==> src/rtl/spi_xfer_arbiter.sv <==
// Round-robin arbiter that shares one SPI engine between NREQ clients.
// Owns the chip selects and enforces CS setup, hold and deselect timing around each frame.
module spi_xfer_arbiter #(
   parameter int NREQ     = 4,
   parameter int DATA_W   = 8,
   parameter int CS_SETUP = 2,
   parameter int CS_HOLD  = 2,
   parameter int CS_GAP   = 4,
   parameter int TIMEOUT  = 4096
) (
   input  logic                     clk,
   input  logic                     rst,
   input  logic [NREQ-1:0]          req,
   input  logic [NREQ*DATA_W-1:0]   req_data,
   output logic [NREQ-1:0]          ack,
   output logic [DATA_W-1:0]        rsp_data,
   output logic                     rsp_err,
   output logic                     busy,
   output logic [NREQ-1:0]          cs_n,
   output logic                     eng_start,
   output logic [DATA_W-1:0]        eng_tx_data,
   input  logic                     eng_done,
   input  logic [DATA_W-1:0]        eng_rx_data
);

   localparam int unsigned NR   = NREQ;
   localparam int          IW   = (NREQ > 1) ? $clog2(NREQ) : 1;
   localparam int          CM1  = (CS_SETUP > CS_HOLD) ? CS_SETUP : CS_HOLD;
   localparam int          CMAX = (CM1 > CS_GAP) ? CM1 : CS_GAP;
   localparam int          CW   = $clog2(CMAX + 1);
   localparam int          TW   = $clog2(TIMEOUT + 1);

   typedef enum logic [2:0] {IDLE, SETUP, XFER, HOLD, GAP} state_t;

   state_t              state_q, state_d;
   logic [CW-1:0]       cnt_q, cnt_d;
   logic [TW-1:0]       timer_q, timer_d;
   logic [IW-1:0]       idx_q, idx_d;
   logic [IW-1:0]       last_q, last_d;
   logic [DATA_W-1:0]   rx_q, rx_d;
   logic                err_q, err_d;

   logic [NREQ-1:0]     ack_d, cs_n_d;
   logic [DATA_W-1:0]   rsp_data_d, tx_d;
   logic                rsp_err_d, start_d, busy_d;

   logic                gnt_found;
   logic [IW-1:0]       gnt_idx;
   int unsigned         cand;
   logic [DATA_W-1:0]   req_bytes [NREQ];

   for (genvar g = 0; g < NREQ; g++) begin : g_unpack
      assign req_bytes[g] = req_data[g*DATA_W +: DATA_W];
   end

   // Search starts just past the last completed grant, wrapping modulo NREQ.
   always_comb begin
      gnt_found = 1'b0;
      gnt_idx   = last_q;
      cand      = 0;
      for (int unsigned i = 1; i <= NR; i++) begin
         cand = (32'(last_q) + i) % NR;
         if (!gnt_found && req[cand[IW-1:0]]) begin
            gnt_found = 1'b1;
            gnt_idx   = cand[IW-1:0];
         end
      end
   end

   always_comb begin
      state_d    = state_q;
      cnt_d      = (cnt_q == '1) ? cnt_q : cnt_q + 1'b1;
      timer_d    = timer_q;
      idx_d      = idx_q;
      last_d     = last_q;
      rx_d       = rx_q;
      err_d      = err_q;
      ack_d      = '0;
      start_d    = 1'b0;
      cs_n_d     = cs_n;
      tx_d       = eng_tx_data;
      rsp_data_d = rsp_data;
      rsp_err_d  = rsp_err;
      case (state_q)
         IDLE: begin
            if (gnt_found) begin
               idx_d           = gnt_idx;
               tx_d            = req_bytes[gnt_idx];
               cs_n_d          = '1;
               cs_n_d[gnt_idx] = 1'b0;
               cnt_d           = '0;
               state_d         = SETUP;
            end
         end
         SETUP: begin
            if (cnt_q == CW'(CS_SETUP - 1)) begin
               start_d = 1'b1;
               timer_d = '0;
               state_d = XFER;
            end
         end
         XFER: begin
            timer_d = (timer_q == '1) ? timer_q : timer_q + 1'b1;
            // eng_done wins over a timeout landing on the same edge.
            if (eng_done) begin
               rx_d    = eng_rx_data;
               err_d   = 1'b0;
               cnt_d   = '0;
               state_d = HOLD;
            end else if (timer_q == TW'(TIMEOUT - 1)) begin
               rx_d    = '0;
               err_d   = 1'b1;
               cnt_d   = '0;
               state_d = HOLD;
            end
         end
         HOLD: begin
            if (cnt_q == CW'(CS_HOLD - 1)) begin
               cs_n_d       = '1;
               ack_d[idx_q] = 1'b1;
               rsp_data_d   = rx_q;
               rsp_err_d    = err_q;
               last_d       = idx_q;
               cnt_d        = '0;
               state_d      = GAP;
            end
         end
         GAP: begin
            if (cnt_q == CW'(CS_GAP - 1)) state_d = IDLE;
         end
         default: state_d = IDLE;
      endcase
      busy_d = (state_d != IDLE);
   end

   always_ff @(posedge clk) begin
      if (rst) begin
         state_q     <= IDLE;
         cnt_q       <= '0;
         timer_q     <= '0;
         idx_q       <= '0;
         last_q      <= IW'(NREQ - 1);
         rx_q        <= '0;
         err_q       <= 1'b0;
         ack         <= '0;
         cs_n        <= '1;
         eng_start   <= 1'b0;
         eng_tx_data <= '0;
         rsp_data    <= '0;
         rsp_err     <= 1'b0;
         busy        <= 1'b0;
      end else begin
         state_q     <= state_d;
         cnt_q       <= cnt_d;
         timer_q     <= timer_d;
         idx_q       <= idx_d;
         last_q      <= last_d;
         rx_q        <= rx_d;
         err_q       <= err_d;
         ack         <= ack_d;
         cs_n        <= cs_n_d;
         eng_start   <= start_d;
         eng_tx_data <= tx_d;
         rsp_data    <= rsp_data_d;
         rsp_err     <= rsp_err_d;
         busy        <= busy_d;
      end
   end

endmodule
==> config.mk <==
export PLATFORM = sky130hd
export DESIGN_NAME = spi_xfer_arbiter
export DESIGN_NICKNAME = d
export VERILOG_FILES = /design/src/rtl/spi_xfer_arbiter.sv
export SDC_FILE = /design/constraint.sdc
export NUM_CORES = 1
export LEC_CHECK = 0
export CORE_ASPECT_RATIO = 0.7
export CORE_UTILIZATION = 52
export DETAILED_ROUTE_END_ITERATION = 12
export PLACE_DENSITY = 0.85
export REMOVE_ABC_BUFFERS = 1
export SYNTH_ARGS = -nofsm -noshare
export SYNTH_HDL_FRONTEND = slang
export SYNTH_SLANG_ARGS = --single-unit
==> constraint.sdc <==
create_clock -name clk -period 3.12 [get_ports clk]
set_input_delay 0.312 -clock clk [delete_from_list [all_inputs] [get_ports clk]]
set_output_delay 0.312 -clock clk [all_outputs]
set_load 0.02 [all_outputs]
# Yosys cells after proc, flatten, opt, wreduce, memory -nomap -nowiden
# Index checks and enable logic that the tools add are counted.
dict set report totals {
  word_cells 114
  output_inout_bits 27
  in_bits 47
  ff_bits 59
}
dict set report op_classes {
  muxes 47
  n_reduce_logical 20
  n_addsub 6
  n_bitwise 5
  eq_ne 13
  order_cmp 9
}
# op n
set ops {}
lappend ops {{3-bit 2-to-1 mux} 11}
lappend ops {{8-bit 2-to-1 mux} 4}
lappend ops {{13-bit 2-to-1 mux} 2}
lappend ops {{13-bit case mux with 2 select lines} 1}
lappend ops {{2-bit by 3-bit < comparator with 1-bit output, second input constant} 6}
lappend ops {{8-bit binary-select mux with 2-bit select} 1}
lappend ops {{3-bit case mux with 5 select lines} 1}
lappend ops {{13-bit by 1-bit adder with 13-bit output, second input constant} 1}
lappend ops {{13-bit by 12-bit equality test with 1-bit output, second input constant} 1}
lappend ops {{13-bit equality test, second input constant} 1}
lappend ops {{1-bit 2-to-1 mux} 13}
lappend ops {{3-bit by 2-bit equality test with 1-bit output, second input constant} 3}
lappend ops {{3-bit case mux with 3 select lines} 1}
lappend ops {{1-bit binary-select mux with 2-bit select} 4}
lappend ops {{2-bit 2-to-1 mux} 4}
lappend ops {{4-bit 2-to-1 mux} 2}
lappend ops {{2-bit != test, second input constant} 4}
lappend ops {{4-bit case mux with 2 select lines} 1}
lappend ops {{3-bit by 1-bit equality test with 1-bit output, second input constant} 2}
lappend ops {{3-bit equality test, second input constant} 2}
lappend ops {{2-bit AND reduction} 3}
lappend ops {{3-bit AND reduction} 2}
lappend ops {{2-bit nonzero test} 3}
lappend ops {{1-bit logical AND} 5}
lappend ops {{14 further kinds} 22}

# Longest topological paths before layout
# Gate-level depths: netlist (run 1).
dict set report logic_depth {
  word_depth 20
  depth_mapped 8
  depth_no_buf 7
}

# Worst setup path before layout (run 1)
# No wires, ideal clock.
dict set report synth_path {
  path_kind {reg-to-reg}
  startpoint {register cnt_q[1]}
  endpoint {register timer_q[7]}
  slack_ns 1.224
  required_time_ns 3.060
  setup_ns 0.060
  arrival_ns 1.836
  stages_incl_launch_ff 8
  path_cell_list {dfxtp_1 > inv_1 > ha_1 > or2b_1 > nor3_2 > or2_2 > or4_2 > nand2_1}
}
dict set report synth_via {
  elab_chain_cells 3
}
# element line_no
set synth_rtl {}
lappend synth_rtl {{start: declaration} 36} ;# logic [CW-1:0] cnt_q, cnt_d;
lappend synth_rtl {{start signal: assignment} 154} ;# cnt_q <= cnt_d;
lappend synth_rtl {{3-bit by 1-bit equality test with 1-bit output} 96} ;# if (cnt_q == CW'(CS_SETUP - 1)) begin
lappend synth_rtl {{2-bit != test (no line)} --}
lappend synth_rtl {{3-bit AND reduction (no line)} --}
lappend synth_rtl {{end signal: assignment} 155} ;# timer_q <= timer_d;
lappend synth_rtl {{end: declaration} 37} ;# logic [TW-1:0] timer_q, timer_d;
# No other way between the ends.
# A chain may end at the register's enable or synchronous reset.

# Final worst setup path (run 1)
# Same ends and word-level chain as after synthesis.

==> results of run 1 <==
## power by group
group,internal [W],switching (W)
combinational,0.000144,0.000138
sequential,0.000782,0.0000251
clock,0.000492,0.000299
## synthesized netlist by cell type, types with 5 or more instances
cell      count
dfxtp_1      59
nand2_1      42
a21oi_1      24
nor2_1       24
mux2i_1      17
nand3b_1     12
clkbuf_1      9
nor3_1        9
a22o_1        8
buf_2         8
o221ai_1      8
inv_1         5
nand3_1       5
or4_1         5
## cell type report
class	count	area (µm²)
well taps	69	86.3
repair buffers	77	761
inverters	5	18.8
clock inverters	4	72.6
clock buffers	12	155
multi-input cells	226	1470
flip-flops and latches	59	1180
fillers	340	1170
## stage by stage
stage               power [W]  cells  worst slack (ns)  hold WS, ns  utilization [%]
floorplan            0.000956    290            0.0938        0.374                -
global placement      0.00109    436             0.769        0.443             71.5
detailed placement    0.00110    436             0.658        0.448             71.5
CTS                   0.00188    452             0.891        0.462             76.1
global route          0.00195    452             0.803        0.467             76.1
finish                0.00188    452             0.890        0.460             76.1
## registers in the layout, summed over array words and instances, names as in the netlist
register     cells
state_q          3
idx_q            2
busy             1
rx_q             8
eng_tx_data      8
eng_start        1
rsp_data         8
cnt_q            3
err_q            1
cs_n             4
last_q           2
ack              4
timer_q         13
rsp_err          1
## metal layers
layer | share of wire [%] | global-route usage, % | vias up
met4 | 1.0 | 9.27 | 0
met3 | 5.4 | 9.25 | 10
met1 | 48 | 37.1 | 1216
met5 | 0 | 0 | -
met2 | 46 | 38.8 | 77
li1 | - | - | 1259
## worst max path at each step
| stage | to | slack, ns | cells past startpoint |
|---|---|---|---|
| floorplan | eng_tx_data[1]$_SDFFE_PP0P_ | 0.09 | 5 |
| global placement | eng_tx_data[3]$_SDFFE_PP0P_ | 0.77 | 7 |
| detailed placement | eng_tx_data[4]$_SDFFE_PP0P_ | 0.66 | 7 |
| CTS | timer_q[7]$_SDFFE_PP0P_ | 0.89 | 7 |
| global route | timer_q[7]$_SDFFE_PP0P_ | 0.80 | 7 |
| finish | timer_q[7]$_SDFFE_PP0P_ | 0.89 | 7 |
## worst min-delay path, stage by stage, from the launching register on
cell and delay [ns]:
dfxtp_1 0.31, nand2_1 0.05, a21oi_1 0.05
## logic make-up after synthesis
family / Yosys count / synth area share, %
buffers and inverters: 22 / 3.39
AND/OR/NAND/NOR: 132 / 26.3
AO/OA/AOI/OAI: 68 / 17.6
adder cells (fa/ha/maj): 3 / 1.37
flip-flops: 59 / 43.2
multiplexers: 17 / 6.22
XOR/XNOR: 6 / 1.92
==> metrics.md, run 1 <==
| Metric | Value |
|---|---|
| Crit-path slowest cell | `or4_2` |
| First-iteration detailed-routing DRC count | `203` |
| Max-cap viol count | `0` |
| Peak VDD IR | `0.321 mV` |
| Post-layout nets | `428` |
| Hold path startpoint | `rsp_err$_SDFFE_PP0P_` |
| Worst Hold Path Cells | `2` |
| Leakage | `1.41 nW` |
| Netlist cell types | `50` |
| Worst r2r src | `cnt_q[1]$_SDFF_PP0_` |
| CTS tree | `built` |
| Worst Tran Pin Value | `0.748 ns` |
| CP endpoint kind | `flop` |
| DRC violations left | `0` |
| CP max FO | `11` |
| Synthesized area | `0.00274 mm²` |
| IO buf count | `73` |
| R2R setup slack | `0.89 ns` |
| Top cell type's share of synthesized area | `43.2%` |
| RSZ-0062 raised after global routing | `no` |
| Crit path cell chain | `inv_1 -> ha_1 -> or2b_1 -> nor3_2 -> or2_2 -> or4_2 -> nand2_1` |
| CTS sink count | `59` |
| Total global routing overflow | `0` |
| Clock Pin Slew Worst Setup and Hold Paths | `0.07 ns` |
| IO Count | `74` |
| Status | `finished clean` |
| Slowest cell delay on critical path | `0.66 ns` |
| Normalized max-slew margin | `50.0%` |
| WP buf/inv | `1` |
| Synth Warn # | `0` |
| Worst r2r dst | `timer_q[7]$_SDFFE_PP0P_` |
| CP Launch Type | `flop` |
| Routed WL | `6.99 mm` |
| Yosys top cell by area | `dfxtp_1` |
| Most common cell after layout, fill and taps aside | `clkdlybuf4s50_1` |
| Setup violations, final | `0` |
| CTS H-Tree Depth | `3` |
| Avg WL per Cell | `15.5 µm` |
| Count of pins over their slew limit | `0` |
| Origin of the worst setup path | `cnt_q[1]$_SDFF_PP0_` |
| WS Path Type | `flop to flop` |
| First-pass iteration count of the detailed router | `5` |
| Vias in the first global route | `2366` |
| Cells resized by post-CTS repair | `0` |
| GPL Wtd Cong | `0.810` |
| Num CTS Buffers | `9` |
| Placeable Area | `0.00491 mm²` |
| Vias | `2562` |
| CTS root buf | `clkbuf_8` |
| Synth area leaders | `dfxtp_1 (43%), mux2i_1 (6.2%), nand2_1 (5.8%), a21oi_1 (4.4%), nand3b_1 (3.3%)` |
| GRT Total Usage | `26.9%` |
| Post-route cell area | `0.00374 mm²` |
| R2R cell count | `7` |
| Critical Path RT | `3.40 ns` |
| Worst EP arrival | `2.51 ns` |
| Fraction of layout cells with a size suffix above 1 | `8.62%` |
| WHS Endpoint | `rsp_err$_SDFFE_PP0P_` |
| Synth-to-Final Area Change | `36.8%` |
| Starting Density | `55.7%` |
| Max Fclk | `448 MHz` |
| Pin count of the biggest net entering global routing | `45` |
| Synth Register Bits | `59` |
| # diodes | `0` |
| Total die area | `0.00556 mm²` |
| Asr flop ratio synth | `0%` |
| Worst hold path class | `flop to flop` |
| Syn avg cell area | `8.91 µm²` |
| Top FF cell, synth | `dfxtp_1` |
| Final Hold Violating Endpoints | `0` |
| Post-synth EDFFs | `0` |
| Post-route antenna net violation count | `0` |
| Sequential fraction of the synthesis area | `43.2%` |
| Die H | `62.7 µm` |
| Detailed Place HPWL | `5.04 mm` |
| TNS Setup | `0 ns` |
| Pwr Density | `503 mW/mm²` |
| Initial antenna violation count | `0` |
| First-pass GRT wire length | `11.4 mm` |
| Worst-Skew Late Latency | `0.34 ns` |
| Fin crit share | `71.5%` |
| Post-CTS Setup Inserts | `0` |
| Most frequent cells in the layout | `clkdlybuf4s50_1 (73), dfxtp_1 (59), nand2_1 (42)` |
| # hold bufs at CTS | `0` |
| Crit path max-delay family | `simple AND/OR/NAND/NOR gates` |
| Maximum clock path buffer count | `2` |
| Number of cell rows | `21` |
| Worst clock skew | `0.00901 ns` |
| Placed Instance Area | `0.00351 mm²` |
| Die width | `88.7 µm` |
| Vias/cell | `5.67` |
| Gate count after technology mapping | `307` |
| Tmin final | `2.23 ns` |
No activity file was read; power rests on OpenSTA's default activity.
==> run 2, diff against run 1 <==
--- a/config.mk
+++ b/config.mk
@@ -6,9 +6,9 @@
 export NUM_CORES = 1
 export LEC_CHECK = 0
 export CORE_ASPECT_RATIO = 0.7
-export CORE_UTILIZATION = 52
+export CORE_UTILIZATION = 43
 export DETAILED_ROUTE_END_ITERATION = 12
-export PLACE_DENSITY = 0.85
+export PLACE_DENSITY = 0.75
 export REMOVE_ABC_BUFFERS = 1
 export SYNTH_ARGS = -nofsm -noshare
 export SYNTH_HDL_FRONTEND = slang
==> constraint.sdc (replaced) <==
create_clock -name clk -period 1.8 [get_ports clk]
set_input_delay 0.18 -clock clk [delete_from_list [all_inputs] [get_ports clk]]
set_output_delay 0.18 -clock clk [all_outputs]
set_load 0.02 [all_outputs]
==> metrics.md, run 2 (synthesized netlist as in run 1, its figures left out) <==
| Metric | Value |
|---|---|
| Status | `finished with violations` |
| Violations in the final reports | `setup timing` |
| Leakage | `1.65 nW (+17%)` |
| Worst EP arrival | `2.20 ns (-0.31 ns)` |
| Initial antenna violation count | `0 (unchanged)` |
| First-pass GRT wire length | `12.7 mm (+11%)` |
| Max reg flops | `13 (unchanged)` |
| CP endpoint kind | `flop` |
| # fillers | `441 (+30%)` |
| Die H | `68.7 µm (+9.6%)` |
| Max Fclk | `522 MHz (+16%)` |
| Avg WL per Cell | `16.3 µm (+5.5%)` |
| Detailed Place HPWL | `5.59 mm (+11%)` |
| TNS Setup | `-0.474 ns (-0.474 ns)` |
| Pin count of the biggest net entering global routing | `29 (-36%)` |
| # diodes | `0 (unchanged)` |
| CTS sink count | `59 (unchanged)` |
| Final Hold Violating Endpoints | `0 (unchanged)` |
| Routed WL | `8.28 mm (+18%)` |
| CTS H-Tree Depth | `3 (unchanged)` |
| Worst hold path class | `primary input to flop` |
| Placed Instance Area | `0.00383 mm² (+8.9%)` |
| CP max FO | `7 (-4)` |
| Tmin final | `1.92 ns (-0.312 ns)` |
| Worst Tran Pin Value | `0.439 ns (-0.308 ns)` |
| Setup violations, final | `6 (+6)` |
| Pwr Density | `733 mW/mm² (+46%)` |
| CTS root buf | `clkbuf_8` |
| Maximum clock path buffer count | `2 (unchanged)` |
| Placeable Area | `0.00593 mm² (+21%)` |
| RSZ-0062 raised after global routing | `yes` |
| Total global routing overflow | `0 (unchanged)` |
| DRC violations left | `0 (unchanged)` |
| Number of cell rows | `23 (+9.5%)` |
| Critical Path RT | `2.08 ns (-1.32 ns)` |
| Starting Density | `46.1% (-9.5 points)` |
| CTS tree | `built` |
| GPL Wtd Cong | `0.849 (+4.8%)` |
| CP Launch Type | `flop` |
| Fraction of layout cells with a size suffix above 1 | `25.2% (+17 points)` |
| Fin worst setup slack | `-0.117 ns (-1.01 ns)` |
| First-pass iteration count of the detailed router | `4 (-1)` |
| WS Path Type | `flop to flop` |
| Post-route antenna net violation count | `0 (unchanged)` |
| Total die area | `0.00669 mm² (+20%)` |
| R2R setup slack | `-0.12 ns (-1.01 ns)` |
| Fin crit share | `107% (+35 points)` |
| Clock Pin Slew Worst Setup and Hold Paths | `0.08 ns (about the same)` |
| Num CTS Buffers | `9 (unchanged)` |
| Count of pins over their slew limit | `0 (unchanged)` |
| GRT Total Usage | `24.6% (-2.3 points)` |
| Post-layout nets | `477 (+11%)` |
| Top reg by flops | `timer_q` |
| IO buf count | `73 (unchanged)` |
| Most common cell after layout, fill and taps aside | `clkdlybuf4s50_1` |
| Vias/cell | `5.53 (-2.5%)` |
| Worst clock skew | `0.00726 ns (-0.00175 ns)` |
| Die width | `97.3 µm (+9.7%)` |
| First-iteration detailed-routing DRC count | `136 (-33%)` |
| Post-route cell area | `0.00422 mm² (+13%)` |
| Most frequent cells in the layout | `clkdlybuf4s50_1 (73), dfxtp_1 (47), buf_4 (47)` |
| Worst-Skew Late Latency | `0.35 ns (about the same)` |
| Normalized max-slew margin | `70.6% (+21 points)` |
| Synth-to-Final Area Change | `54.3%` |
| Vias | `2803 (+9.4%)` |
| Peak VDD IR | `0.564 mV (+76%)` |
| Max-cap viol count | `0 (unchanged)` |
| IO Count | `74 (unchanged)` |
| Vias in the first global route | `2668 (+13%)` |
run 2: cell types whose count changed in the layout (fill, tap and decap cells not counted), moves of 3 or more:
cell / before / now
or4_4: 0 / 4
buf_4: 4 / 47
or4_1: 5 / 2
dfxtp_1: 59 / 47
buf_6: 0 / 5
dfxtp_2: 0 / 12
run 2: worst paths after layout:
| path | from | end | cells after the start |
|---|---|---|---|
| worst max-delay path | timer_q[6]$_SDFFE_PP0P_ | timer_q[0]$_SDFFE_PP0P_ | 7 |
| worst min-delay path | eng_rx_data[4] | rx_q[4]$_SDFFE_PP0P_ | 2 |
| worst min register to register | rx_q[6]$_SDFFE_PP0P_ | rsp_data[6]$_SDFFE_PP0P_ | 2 |
| worst max register to register | timer_q[6]$_SDFFE_PP0P_ | timer_q[0]$_SDFFE_PP0P_ | 7 |
run 2: what timing repair did:
| item | CTS | global route |
|---|---|---|
| pin swaps | 9 | 2 |
| hold buffers | 0 | 0 |
| gates resized for setup | 21 | 20 |
| setup endpoints to repair | 19 | 41 |
| buffers inserted | 6 | 4 |
run 2: cell type report:
| class | count | area [µm²] | share of cell area, % |
|---|---|---|---|
| Tap cell | 75 | 93.8 | 2.22 |
| Multi-Input combinational cell | 226 | 1580 | 37.3 |
| Sequential cell | 59 | 1200 | 28.3 |
| Inverter | 5 | 18.8 | 0.445 |
| Timing Repair Buffer | 126 | 1160 | 27.5 |
| Clock buffer | 9 | 124 | 2.93 |
| Clock inverter | 7 | 53.8 | 1.27 |
run 2: metrics by stage:
step,setup slack [ns],hold WS [ns],instances,utilization [%],power (W)
4_1_cts,-0.0769,0.430,503,69.7,0.00308
3_5_place_dp,-0.279,0.450,481,64.5,0.00197
3_3_place_gp,-0.176,0.440,481,64.5,0.00195
6_report,-0.117,0.436,507,71.2,0.00310
5_1_grt,-0.171,0.439,507,71.2,0.00322
2_1_floorplan,-1.23,0.242,290,-,0.00166
run 2: where the power goes:
part	leakage [nW]	internal [W]	switching, W
Clock	0.0818	0.000504	0.000582
Sequential	0.484	0.00136	0.0000395
Combinational	1.08	0.000331	0.000283
run 2: routing by layer:
metal  wire [µm]  global-route usage, %  part of all wire [%]  up-vias
li1            -                      -                     -     1361
met3         480                   6.05                   5.8       16
met2        3870                   41.8                    47       99
met4         123                   8.09                   1.5        0
met1        3810                   31.5                    46     1327
met5           0                      0                     0        -
run 2: worst max-delay path, cell delays in order, from the launching register on:
cell and delay [ns]:
dfxtp_2 0.36, nand4_4 0.14, or4_4 0.60, a21oi_4 0.29
buf_4 0.17, buf_6 0.08, nand2_1 0.07, a21oi_2 0.15
